==> src/rtl/frame_uart_sched.sv <==
// Streams the downsampled frame buffer over the debug UART: a 2-byte sync header,
// then every buffer word MSB-first (x inner, y outer), then a mod-256 sum checksum.
module frame_uart_sched #(
  parameter int          COLS    = 40,
  parameter int          ROWS    = 30,
  parameter int          XW      = 6,
  parameter int          YW      = 5,
  parameter int          HOLDOFF = 8191,
  parameter logic [7:0]  HDR0    = 8'h55,
  parameter logic [7:0]  HDR1    = 8'hAA
) (
  input  logic          sys_clk_i,
  input  logic          areset_n,
  input  logic          start_i,
  input  logic          continuous_i,
  output logic [XW-1:0] read_x,
  output logic [YW-1:0] read_y,
  input  logic [31:0]   read_q,
  input  logic          uart_busy,
  output logic          uart_wr,
  output logic [7:0]    uart_dat,
  output logic          busy_o,
  output logic          frame_done,
  output logic [7:0]    frame_count
);

  localparam int            HW       = $clog2(HOLDOFF + 1);
  localparam logic [HW-1:0] HOLD_MAX = HW'(HOLDOFF);
  localparam logic [XW-1:0] X_LAST   = XW'(COLS - 1);
  localparam logic [YW-1:0] Y_LAST   = YW'(ROWS - 1);

  typedef enum logic [2:0] {
    S_IDLE,
    S_H0,
    S_H1,
    S_DATA,
    S_CSUM
  } state_t;

  state_t        r_state;
  state_t        w_state_nxt;
  logic [XW-1:0] r_x;
  logic [YW-1:0] r_y;
  logic [1:0]    r_z;
  logic          r_wr;
  logic [7:0]    r_dat;
  logic          r_done;
  logic [7:0]    r_fcnt;
  logic [7:0]    r_csum;
  logic [HW-1:0] r_hold;

  logic          w_wr;
  logic          w_last;
  logic          w_clr;
  logic [7:0]    w_byte;

  function automatic logic [7:0] sel_byte(input logic [31:0] q, input logic [1:0] z);
    logic [7:0] b;
    unique case (z)
      2'd0:    b = q[31:24];
      2'd1:    b = q[23:16];
      2'd2:    b = q[15:8];
      default: b = q[7:0];
    endcase
    return b;
  endfunction

  // A byte may go out only after the UART has been idle for a full holdoff window,
  // and never in the cycle right after a strobe (uart_busy lags uart_wr by one cycle).
  assign w_wr   = (r_state != S_IDLE) && (r_hold == HOLD_MAX) && !uart_busy && !r_wr;
  assign w_last = (r_z == 2'd3) && (r_x == X_LAST) && (r_y == Y_LAST);

  always_ff @(posedge sys_clk_i or negedge areset_n) begin
    if (!areset_n) begin
      r_state <= S_IDLE;
    end else begin
      r_state <= w_state_nxt;
    end
  end

  always_comb begin
    w_state_nxt = r_state;
    w_byte      = 8'h00;
    w_clr       = 1'b0;
    unique case (r_state)
      S_IDLE: begin
        if (start_i) begin
          w_state_nxt = S_H0;
          w_clr       = 1'b1;
        end
      end
      S_H0: begin
        w_byte = HDR0;
        if (w_wr) w_state_nxt = S_H1;
      end
      S_H1: begin
        w_byte = HDR1;
        if (w_wr) w_state_nxt = S_DATA;
      end
      S_DATA: begin
        w_byte = sel_byte(read_q, r_z);
        if (w_wr && w_last) w_state_nxt = S_CSUM;
      end
      S_CSUM: begin
        w_byte = r_csum;
        if (w_wr) begin
          if (continuous_i) begin
            w_state_nxt = S_H0;
            w_clr       = 1'b1;
          end else begin
            w_state_nxt = S_IDLE;
          end
        end
      end
      default: w_state_nxt = S_IDLE;
    endcase
  end

  always_ff @(posedge sys_clk_i or negedge areset_n) begin
    if (!areset_n) begin
      r_wr   <= 1'b0;
      r_dat  <= 8'h00;
      r_done <= 1'b0;
      r_fcnt <= 8'h00;
      r_hold <= '0;
    end else begin
      r_wr   <= w_wr;
      r_done <= w_wr && (r_state == S_CSUM);
      if (w_wr) r_dat <= w_byte;
      if (w_wr && (r_state == S_CSUM)) r_fcnt <= r_fcnt + 8'd1;
      if (uart_busy || r_wr) begin
        r_hold <= '0;
      end else if (r_hold != HOLD_MAX) begin
        r_hold <= r_hold + HW'(1);
      end
    end
  end

  // Address advances in the write cycle of the last byte of a word; the holdoff
  // window leaves the synchronous RAM ample time to present the next word.
  always_ff @(posedge sys_clk_i or negedge areset_n) begin
    if (!areset_n) begin
      r_x    <= '0;
      r_y    <= '0;
      r_z    <= 2'd0;
      r_csum <= 8'h00;
    end else if (w_clr) begin
      r_x    <= '0;
      r_y    <= '0;
      r_z    <= 2'd0;
      r_csum <= 8'h00;
    end else if (w_wr && (r_state == S_DATA)) begin
      r_csum <= r_csum + w_byte;
      r_z    <= r_z + 2'd1;
      if (r_z == 2'd3) begin
        if (r_x == X_LAST) begin
          r_x <= '0;
          r_y <= r_y + YW'(1);
        end else begin
          r_x <= r_x + XW'(1);
        end
      end
    end
  end

  assign read_x      = r_x;
  assign read_y      = r_y;
  assign uart_wr     = r_wr;
  assign uart_dat    = r_dat;
  assign busy_o      = (r_state != S_IDLE);
  assign frame_done  = r_done;
  assign frame_count = r_fcnt;

endmodule
==> config.mk <==
export PLATFORM = sky130hd
export DESIGN_NAME = frame_uart_sched
export DESIGN_NICKNAME = d
export VERILOG_FILES = /design/src/rtl/frame_uart_sched.sv
export SDC_FILE = /design/constraint.sdc
export NUM_CORES = 1
export LEC_CHECK = 0
export ABC_AREA = 0
export ABC_CLOCK_PERIOD_IN_PS = 5500
export CORE_ASPECT_RATIO = 2
export CORE_UTILIZATION = 49
export CTS_CLUSTER_SIZE = 8
export DETAILED_ROUTE_END_ITERATION = 16
export PLACE_DENSITY = 0.83
export SLEW_MARGIN = 20
export SYNTH_ARGS = -nofsm -noshare
export SYNTH_HDL_FRONTEND = slang
export SYNTH_SLANG_ARGS = --single-unit
==> constraint.sdc <==
create_clock -name sys_clk_i -period 5.5 [get_ports sys_clk_i]
set_clock_uncertainty 0.15 [all_clocks]
set_input_delay 1.375 -clock sys_clk_i [delete_from_list [all_inputs] [get_ports sys_clk_i]]
set_output_delay 1.375 -clock sys_clk_i [all_outputs]
set_load 0.05 [all_outputs]
==> impl_summary.txt <==
----------------------------------------------------
[Run status]
  Outcome ... finished, final reports clean

[Placed design]
  Count of placed standard cells including taps ... 479
  Final HPWL DP ... 5870 um
  Buffers added on ports ... 66
  Routability Congestion ... 0.941

[Critical path]
  Crit path depth ... 13
  Crit start category ... input port
  Maximum single-stage delay on the critical path ... 0.43 ns
  Register-to-register path setup slack ... 1.83 ns
  Endpoint of the worst register-to-register path ... r_csum[7]$_DFFE_PN0P_
  Critical-path cell list ... clkdlybuf4s50_1, a222oi_1, nand2_1, o21ai_0, a21oi_1, a21o_1, ha_1, a21o_1, a21oi_1, a21oi_1, or3_1, a31o_1, a21o_1
  Logic depth of the worst register-to-register path ... 12
  Number of buffers and inverters on the critical path ... 1
  Data arrival time of the critical path ... 4.21 ns
  Worst path slowest cell ... sky130_fd_sc_hd__clkdlybuf4s50_1
  Required time worst endpoint ... roughly 5.5 ns
  Kind of end point of the critical path ... register
  Top delay family on crit path ... compound AO/OA/AOI/OAI gates
  Largest fanout on the critical path ... 4
  Startpoint of the worst-slack reg-to-reg timing path ... r_z[0]$_DFFE_PN0P_
  Type of the worst setup path ... input port to register

[Global route]
  Total global routing overflow ... 0
  Via count of the first global-routing pass ... 2678
  Antenna violations before repair ... 0
  Pin count of the biggest net entering global routing ... 56
  GR Util All Layers ... 24.9%
  Wire length of the first global-routing pass ... 12800 um

[Logic synthesis]
  Library cell with the highest instance count after synthesis ... sky130_fd_sc_hd__dfrtp_1
  Number of flops mapped to enable cells by yosys ... 0
  Mean instance size in the synthesized netlist ... roughly 9.4 um^2
  Synth cell count leaders ... sky130_fd_sc_hd__dfrtp_1, sky130_fd_sc_hd__nand2_1, sky130_fd_sc_hd__nor2_1
  Yosys synthesis warning count ... 0
  Proportion of synthesized chip area in sequential cells ... 43.0%
  Post-Synthesis Cell Area ... 0.00320 mm^2
  Largest cells by area after synthesis ... sky130_fd_sc_hd__dfrtp_1, sky130_fd_sc_hd__ha_1, sky130_fd_sc_hd__nand2_1
  Leading area contributor after synthesis ... sky130_fd_sc_hd__dfrtp_1
  Fraction of post-synthesis cell area in the top cell type by area ... 43.0%
  Count of cell types in the netlist ... 51
  Synth Net Count ... 393
  Asr flop ratio synth ... between 90% and 100%
  Top FF cell, synth ... sky130_fd_sc_hd__dfrtp_1
  Number of storage elements in the synthesis netlist ... 55
  Cell count after synthesis ... roughly 340

[Floorplanning]
  Starting Density ... around half
  Num rows ... 41
  Width of the die ... 59.2 um
  Area of the die ... between 0.006 and 0.007 mm^2
  Die Span Y ... 116 um
  Std-Cell Core Area ... 0.00631 mm^2
  IO Pins ... 67

[Routing]
  First-pass DRT Iterations ... 4
  Routed via count divided by cell count ... 5.67
  Drt total wl ... 7760 um
  Starting DRT DRC Count ... 117
  WL per Instance ... around 16 um
  Count of vias placed by the detailed router ... 2763
  Antenna Nets Post-Route ... 0
  Post-route DRC ... 0

[STA]
  Hold slack ... 0.323 ns
  Count of final hold-check violations ... 0
  Setup repair after global routing missed its margin ... false
  Worst Tran Pin Value ... 0.714 ns
  Minimum clock period ... 4.16 ns
  Total setup violations reported at the end of the flow ... 0
  Period utilisation layout ... 75.7%
  Maximum clock rate ... 0.240 GHz
  Max-slew violation count ... 0
  Worst-case headroom to the max-slew limit ... 52.4%
  Setup total negative slack ... 0 ns

[Clock network]
  Post-CTS setup repair buffer count ... 0
  CTS tree ... yes
  Clock buffers created by TritonCTS ... 5
  Clock-pin slew of the registers on the worst-case setup and hold paths ... 0.07 ns
  Sinks on the clock net ... 55
  Resized cells post-CTS ... 0
  Root buffer cell ... sky130_fd_sc_hd__clkbuf_16
  Maximum number of buffers from clock root to sink ... 2
  Quantity of hold-fixing buffers added after cts ... 0
  H-Tree Depth ... 2
  Clock Latency Late Sink ... 0.29 ns

[Worst hold path]
  Path class of the lowest-slack min-delay path ... register to register
  Launch instance of the worst min-delay path ... frame_count[7]$_DFFE_PN0P_
  Worst Hold Depth ... 1
  Sink of the worst hold path ... frame_count[7]$_DFFE_PN0P_

[Pwr]
  Ratio of total power to cell area ... 206 mW/mm^2
  Peak ir drop on the vdd network ... about 0.00015 V
  Leakage power of the design ... approximately 1.8 nW

[Final layout]
  Number of nets in the layout ... 454
  Fraction of layout cells with a size suffix above 1 ... 6.48%
  Layout Area Growth over Synthesis ... 27.8%
  Diodes inserted ... 0
  Count of non-filler cells in the finished layout ... 487

[Run]
  Max-capacitance violation count ... 0

----------------------------------------------------
metrics by stage:
stage	worst slack, ns	utilization [%]	instance area (um^2)	power, W
finish	1.34	64.8	4090	0.000844
global route	1.17	64.8	4090	0.000874
CTS	1.35	64.8	4090	0.000856
detailed placement	1.04	62.1	3920	0.000484
global placement	1.10	62.1	3920	0.000483
floorplan	1.70	-	3200	0.000442
placed cells by master (no fill, tap or decap), drive strengths merged, types with 3 or more instances in the layout:
master	n
o21ai	21
nand2	45
nor2b	3
clkbuf	6
nor3	6
o22ai	6
a21oi	21
or3	4
a31oi	4
ha	16
and3	4
inv	8
dfrtp	55
and4	3
nor2	31
xor2	10
nand3	11
mux2	8
nand4	11
xnor2	13
clkdlybuf4s50	65
buf	3
and2	3
a222oi	8
o2bb2ai	4
o31ai	3
a21o	7
report_power, final:
part           internal (W)  switching, W
Clock              0.000227      0.000141
Sequential         0.000407    0.00000465
Combinational     0.0000339     0.0000306
worst max-delay path by stage:
stage	start	to	slack, ns
after detailed placement	read_q[19]	r_csum[7]$_DFFE_PN0P_	1.04
after CTS	read_q[19]	r_csum[7]$_DFFE_PN0P_	1.35
after floorplan	read_q[19]	r_csum[7]$_DFFE_PN0P_	1.70
after global routing	read_q[19]	r_csum[7]$_DFFE_PN0P_	1.17
final	read_q[19]	r_csum[7]$_DFFE_PN0P_	1.34
after global placement	read_q[19]	r_csum[7]$_DFFE_PN0P_	1.10
routing by layer:
layer	vias to the layer above	part of all wire (%)	GRT usage, %	routed length, um
met4	0	3.4	13.7	266
met3	16	4.1	3.99	315
li1	1347	-	-	-
met1	1317	38	28.1	2950
met5	-	0	0	0
met2	83	54	43.6	4230
sequential cells by signal, indices dropped and copies added, names as in the netlist:
signal	count
r_hold	13
frame_count	8
r_csum	8
uart_dat	8
read_x	6
read_y	5
r_state	3
r_z	2
frame_done	1
uart_wr	1
cell type report:
class                           count  area (um^2)
Clock buffer                        6          139
Clock inverter                      2         35.0
Fill cell                         553         2220
Inverter                            9         33.8
Multi-Input combinational cell    261         1730
Sequential cell                    55         1380
Tap cell                           86          108
Timing Repair Buffer               68          671
cell families after synthesis:
logic type / count (synthesis) / synth area share (%)
AND/OR/NAND/NOR: 130 / 21.1
multiplexers: 8 / 2.81
buffers and inverters: 23 / 3.01
flip-flops: 55 / 43.0
AO/OA/AOI/OAI: 83 / 16.9
XOR/XNOR: 23 / 6.29
adder cells (fa/ha/maj): 17 / 6.88
No activity file was read; power rests on OpenSTA's default activity.
